[src/rtl/isp_yuv444to422.sv]
// 4:4:4 to 4:2:2 chroma subsampler with a fixed two-cycle latency.
// Averages U/V over horizontal pixel pairs and monitors line length and line index.
module isp_yuv444to422 #(
  parameter int BITS   = 8,
  parameter int WIDTH  = 1280,
  parameter int HEIGHT = 960
) (
  input  logic            pclk,
  input  logic            rst,
  input  logic            in_href,
  input  logic            in_vsync,
  input  logic [BITS-1:0] in_y,
  input  logic [BITS-1:0] in_u,
  input  logic [BITS-1:0] in_v,
  output logic            out_href,
  output logic            out_vsync,
  output logic [BITS-1:0] out_y,
  output logic [BITS-1:0] out_c,
  output logic            out_line_err,
  output logic [15:0]     out_line_cnt
);

  logic            phase_q, phase_d;
  logic            s1_href_q, s1_vsync_q, s1_phase_q;
  logic [BITS-1:0] s1_y_q, s1_u_q, s1_v_q;
  logic [BITS-1:0] v_hold_q, v_hold_d;
  logic [15:0]     pix_cnt_q, pix_cnt_d;
  logic [15:0]     line_cnt_q, line_cnt_d;
  logic            err_q, err_d;
  logic            out_href_q, out_vsync_q, out_err_q;
  logic [BITS-1:0] out_y_q, out_y_d, out_c_q, out_c_d;

  logic            href_fall_s, vsync_rise_s;
  logic [BITS:0]   u_sum_s, v_sum_s;
  logic [BITS-1:0] u_avg_s, v_avg_s;

  // Pairing, blanking and line bookkeeping; the odd partner is read straight off the input.
  always_comb begin
    phase_d      = in_href ? ~phase_q : 1'b0;
    href_fall_s  = s1_href_q & ~in_href;
    vsync_rise_s = in_vsync & ~s1_vsync_q;

    u_sum_s = {1'b0, s1_u_q} + {1'b0, in_u} + {{BITS{1'b0}}, 1'b1};
    v_sum_s = {1'b0, s1_v_q} + {1'b0, in_v} + {{BITS{1'b0}}, 1'b1};
    if (in_href) begin
      u_avg_s = u_sum_s[BITS:1];
      v_avg_s = v_sum_s[BITS:1];
    end else begin
      u_avg_s = s1_u_q;
      v_avg_s = s1_v_q;
    end

    if (s1_href_q && !s1_phase_q) begin
      v_hold_d = v_avg_s;
    end else begin
      v_hold_d = v_hold_q;
    end

    if (!s1_href_q) begin
      out_y_d = {BITS{1'b0}};
      out_c_d = {BITS{1'b0}};
    end else if (!s1_phase_q) begin
      out_y_d = s1_y_q;
      out_c_d = u_avg_s;
    end else begin
      out_y_d = s1_y_q;
      out_c_d = v_hold_q;
    end

    if (in_href) begin
      pix_cnt_d = (pix_cnt_q == 16'hFFFF) ? pix_cnt_q : pix_cnt_q + 16'd1;
    end else if (href_fall_s) begin
      pix_cnt_d = 16'd0;
    end else begin
      pix_cnt_d = pix_cnt_q;
    end

    err_d = href_fall_s && (pix_cnt_q != 16'(WIDTH));

    // A frame start overrides a simultaneous line end.
    if (vsync_rise_s) begin
      line_cnt_d = 16'd0;
    end else if (href_fall_s) begin
      line_cnt_d = (line_cnt_q == 16'(HEIGHT - 1)) ? 16'd0 : line_cnt_q + 16'd1;
    end else begin
      line_cnt_d = line_cnt_q;
    end
  end

  // State and output registers.
  always_ff @(posedge pclk) begin
    if (rst) begin
      phase_q     <= 1'b0;
      s1_href_q   <= 1'b0;
      s1_vsync_q  <= 1'b0;
      s1_phase_q  <= 1'b0;
      s1_y_q      <= {BITS{1'b0}};
      s1_u_q      <= {BITS{1'b0}};
      s1_v_q      <= {BITS{1'b0}};
      v_hold_q    <= {BITS{1'b0}};
      pix_cnt_q   <= 16'd0;
      line_cnt_q  <= 16'd0;
      err_q       <= 1'b0;
      out_href_q  <= 1'b0;
      out_vsync_q <= 1'b0;
      out_err_q   <= 1'b0;
      out_y_q     <= {BITS{1'b0}};
      out_c_q     <= {BITS{1'b0}};
    end else begin
      phase_q     <= phase_d;
      s1_href_q   <= in_href;
      s1_vsync_q  <= in_vsync;
      s1_phase_q  <= phase_q;
      s1_y_q      <= in_y;
      s1_u_q      <= in_u;
      s1_v_q      <= in_v;
      v_hold_q    <= v_hold_d;
      pix_cnt_q   <= pix_cnt_d;
      line_cnt_q  <= line_cnt_d;
      err_q       <= err_d;
      out_href_q  <= s1_href_q;
      out_vsync_q <= s1_vsync_q;
      out_err_q   <= err_q;
      out_y_q     <= out_y_d;
      out_c_q     <= out_c_d;
    end
  end

  assign out_href     = out_href_q;
  assign out_vsync    = out_vsync_q;
  assign out_y        = out_y_q;
  assign out_c        = out_c_q;
  assign out_line_err = out_err_q;
  assign out_line_cnt = line_cnt_q;

endmodule
[config.mk]
export PLATFORM = sky130hd
export DESIGN_NAME = isp_yuv444to422
export DESIGN_NICKNAME = d
export VERILOG_FILES = /design/src/rtl/isp_yuv444to422.sv
export SDC_FILE = /design/constraint.sdc
export NUM_CORES = 1
export LEC_CHECK = 0
export BUFFER_PORTS_ARGS = -buffer_cell sky130_fd_sc_hd__buf_2
export CAP_MARGIN = 5
export CORE_MARGIN = 5
export CORE_UTILIZATION = 31
export CTS_BUF_LIST = sky130_fd_sc_hd__clkbuf_8
export DETAILED_ROUTE_END_ITERATION = 6
export RECOVER_POWER = 100
export SLEW_MARGIN = 10
export SYNTH_ARGS = -nofsm -noshare
export SYNTH_HDL_FRONTEND = slang
export SYNTH_SLANG_ARGS = --single-unit
[constraint.sdc]
create_clock -name pclk -period 3.8 [get_ports pclk]
set_input_delay 0.95 -clock pclk [delete_from_list [all_inputs] [get_ports pclk]]
set_output_delay 0.95 -clock pclk [all_outputs]
set_load 0.02 [all_outputs]
==> flow_summary.ini <==
[run_status]
status = complete, no violations

[setup_path]
crit_buf_inv = 2
r2r_setup_slack_ps = 1840
end_kind = register
crit_chain = clkbuf_1 > clkbuf_1 > nor3_1 > o21a_1
cp-start-kind = primary input
timing.rr.end = pix_cnt_q[3]
rr_worst_depth = 7
cp.arrival_ps = 3180
cp-startpoint = rst
slowest_delay_ps = 1150
cp_top_family = buffers and inverters
slowest_stage = clkbuf_1
worst-setup-path-type = primary input to register
cp_common_cell = clkbuf_1
cp-endpoint = v_hold_q[5]
critPathRequiredTime_ps = 4060
rr_startpoint = pix_cnt_q[0]
worstPathMaxFanout = 32
worst-path-stages = 4

[timing]
setup_viol = 0
period_share = 0.768
worst_pin_slew_ps = 1490
drv_slew = 0
finalSetupTns_ps = 0
slew_headroom = 0.00793
fin_crit_ps = 2920
fin_ws_ps = 880
max_freq_mhz = 343
finalHoldViolations = 0
rsz0062_at_grt = no
fin_skew_ps = 11.2

[route]
drt_iter0_markers = 137
routed-via-count = 3227
viasPerCell = 4.77
drtPass1Iterations = 5
ant_nets = 0
wirelength_um = 8630
routedWlPerCell_um = 12.8
post-route-drc-count = 0

[finish]
fillers = 1362
antennaDiodeCount = 0
area_delta_synth_final_pct = 14.8
fin_cells = 676
fin_nets = 546
drive_gt1_frac = 0.0873

[synth]
synth_edf_count = 0
synthesis.area_um2 = 3980
synth_simple_gate_area_frac = 0.254
synth_cell_type_count = 52
yosysSeqAreaShare = 0.442
async_flop_share = 0
ys_ff_latch = 88
syn_area_per_cell_um2 = 9.05
synth_compound_area_frac = 0.132
yosys.area_share.adder = 0.0635
synth_xor_area_frac = 0.0594
synth_top_family_by_area = simple AND/OR/NAND/NOR gates
ys_dominant_reg_cell = dfxtp_1
syn_inst = 440
synth_fp_nets = 487
synthMuxAreaShare = 0.0176
yosys_warnings = 0

[global_routing]
grt_overflow_total = 0
gr-usage-all-layers = 0.119
antenna_found_initial = 0
grt_max_degree = 33
grt_pass1_vias = 3044
grt_pass1_wl_um = 14400

[run]
maxCapViolCount = 0

[pwr]
finalPower_mw = 1.75
p_leak_nw = 1.76
ir_drop_mv = 0.144
p_per_area_nw_per_um2 = 384

[hold_path]
hold_path_class = register to register

[clock_tree]
cts_sinks = 88
cts_setup_buffers = 0
cts.htree.levels = 3
cts_buffer_depth = 2
cts_resized = 0
clk_pin_slew_ps = 90
cts_buffers = 9
clk_latency_ps = 360
postCtsHoldBufs = 0
root_buffer = clkbuf_8
cts_tree = done

[die]
die_y_um = 123
start_util = 0.316
rows = 41
io_pins = 63
coreArea_um2 = 12600
dieArea_um2 = 15200
dieWidth_um = 123

[placement]
dpl.cell_count = 660
port_buffers = 62
dp_hpwl_um = 6320
pre_cts_slack_ps = 1080
gp_congestion = 0.878
==> report_power, final <==
group / switching [mW] / internal (mW) / leakage, nW
sequential: 0.0172 / 0.951 / 0.719
clock: 0.332 / 0.251 / 0.0831
combinational: 0.117 / 0.0864 / 0.953
total: 0.466 / 1.29 / 1.76
==> final cells by class <==
type,count,area (µm²),share of cell area
Clock buffer,10,138,0.0301
Clock inverter,6,37.5,0.00821
Inverter,15,56.3,0.0123
Multi-Input combinational cell,322,2100,0.459
Sequential cell,88,1760,0.385
Tap cell,172,215,0.0471
Timing Repair Buffer,63,267,0.0583
==> flip-flops by register name, indices dropped and copies added, names as in the netlist, 8 cells and up <==
signal	count
s1_u_q	8
out_line_cnt	16
v_hold_q	8
out_y	8
s1_y_q	8
out_c	8
s1_v_q	8
pix_cnt_q	16
==> logic make-up (layout without fill, tap and decap cells) <==
| group | after synthesis | in the layout |
|---|---|---|
| XOR/XNOR | 27 | 27 |
| adder cells (fa/ha/maj) | 19 | 19 |
| buffers and inverters | 30 | 94 |
| flip-flops | 88 | 88 |
| multiplexers | 7 | 7 |
| AND/OR/NAND/NOR | 189 | 189 |
| AO/OA/AOI/OAI | 80 | 80 |
==> through the flow <==
stage	hold slack (ps)	utilization	instance area, µm²
after floorplan	385	-	3980
after global placement	394	0.352	4450
after detailed placement	399	0.352	4450
after CTS	412	0.366	4620
after global routing	449	0.362	4570
final	414	0.362	4570
==> worst min path at each step <==
stage	to	from	slack, ps	cells past startpoint
after floorplan	phase_q	phase_q	380	1
after global placement	phase_q	phase_q	390	1
after detailed placement	phase_q	phase_q	400	1
after CTS	phase_q	phase_q	410	1
after global routing	out_y[3]	s1_y_q[3]	450	1
final	phase_q	phase_q	410	1
==> per-layer routing <==
layer  wire (µm)  track usage  up-vias  share of wire
li1            -            -     1662              -
met1        4310        0.159     1481           0.50
met2        3610        0.183       72           0.42
met3         544       0.0311       12          0.063
met4         165       0.0505        0          0.019
met5           0            0        -              0
==> cell usage in the layout, fill, tap and decap left out, drive strengths merged, types with 16 or more instances in the layout <==
cell / synthesis / routed
a21oi: 29 / 29
buf: 7 / 24
clkbuf: 8 / 49
dfxtp: 88 / 88
ha: 17 / 17
inv: 15 / 17
nand2: 24 / 24
nand3: 16 / 16
nor2: 49 / 49
nor2b: 36 / 36
xor2: 17 / 17
==> cells in the mapped netlist (7+ instances only) <==
master	count	area share
a211oi_1	7	0.013
mux2i_1	7	0.018
a21oi_1	29	0.036
inv_1	15	0.014
ha_1	17	0.053
xor2_1	17	0.037
and4_1	7	0.015
nand2_1	22	0.021
nor3_1	14	0.018
nor2b_1	36	0.057
and2_1	9	0.014
nor2_1	49	0.046
o21ai_0	9	0.011
clkbuf_1	8	0.0075
nand3_1	15	0.019
dfxtp_1	88	0.44
xnor2_1	10	0.022
(Power assumes the default switching activity.)
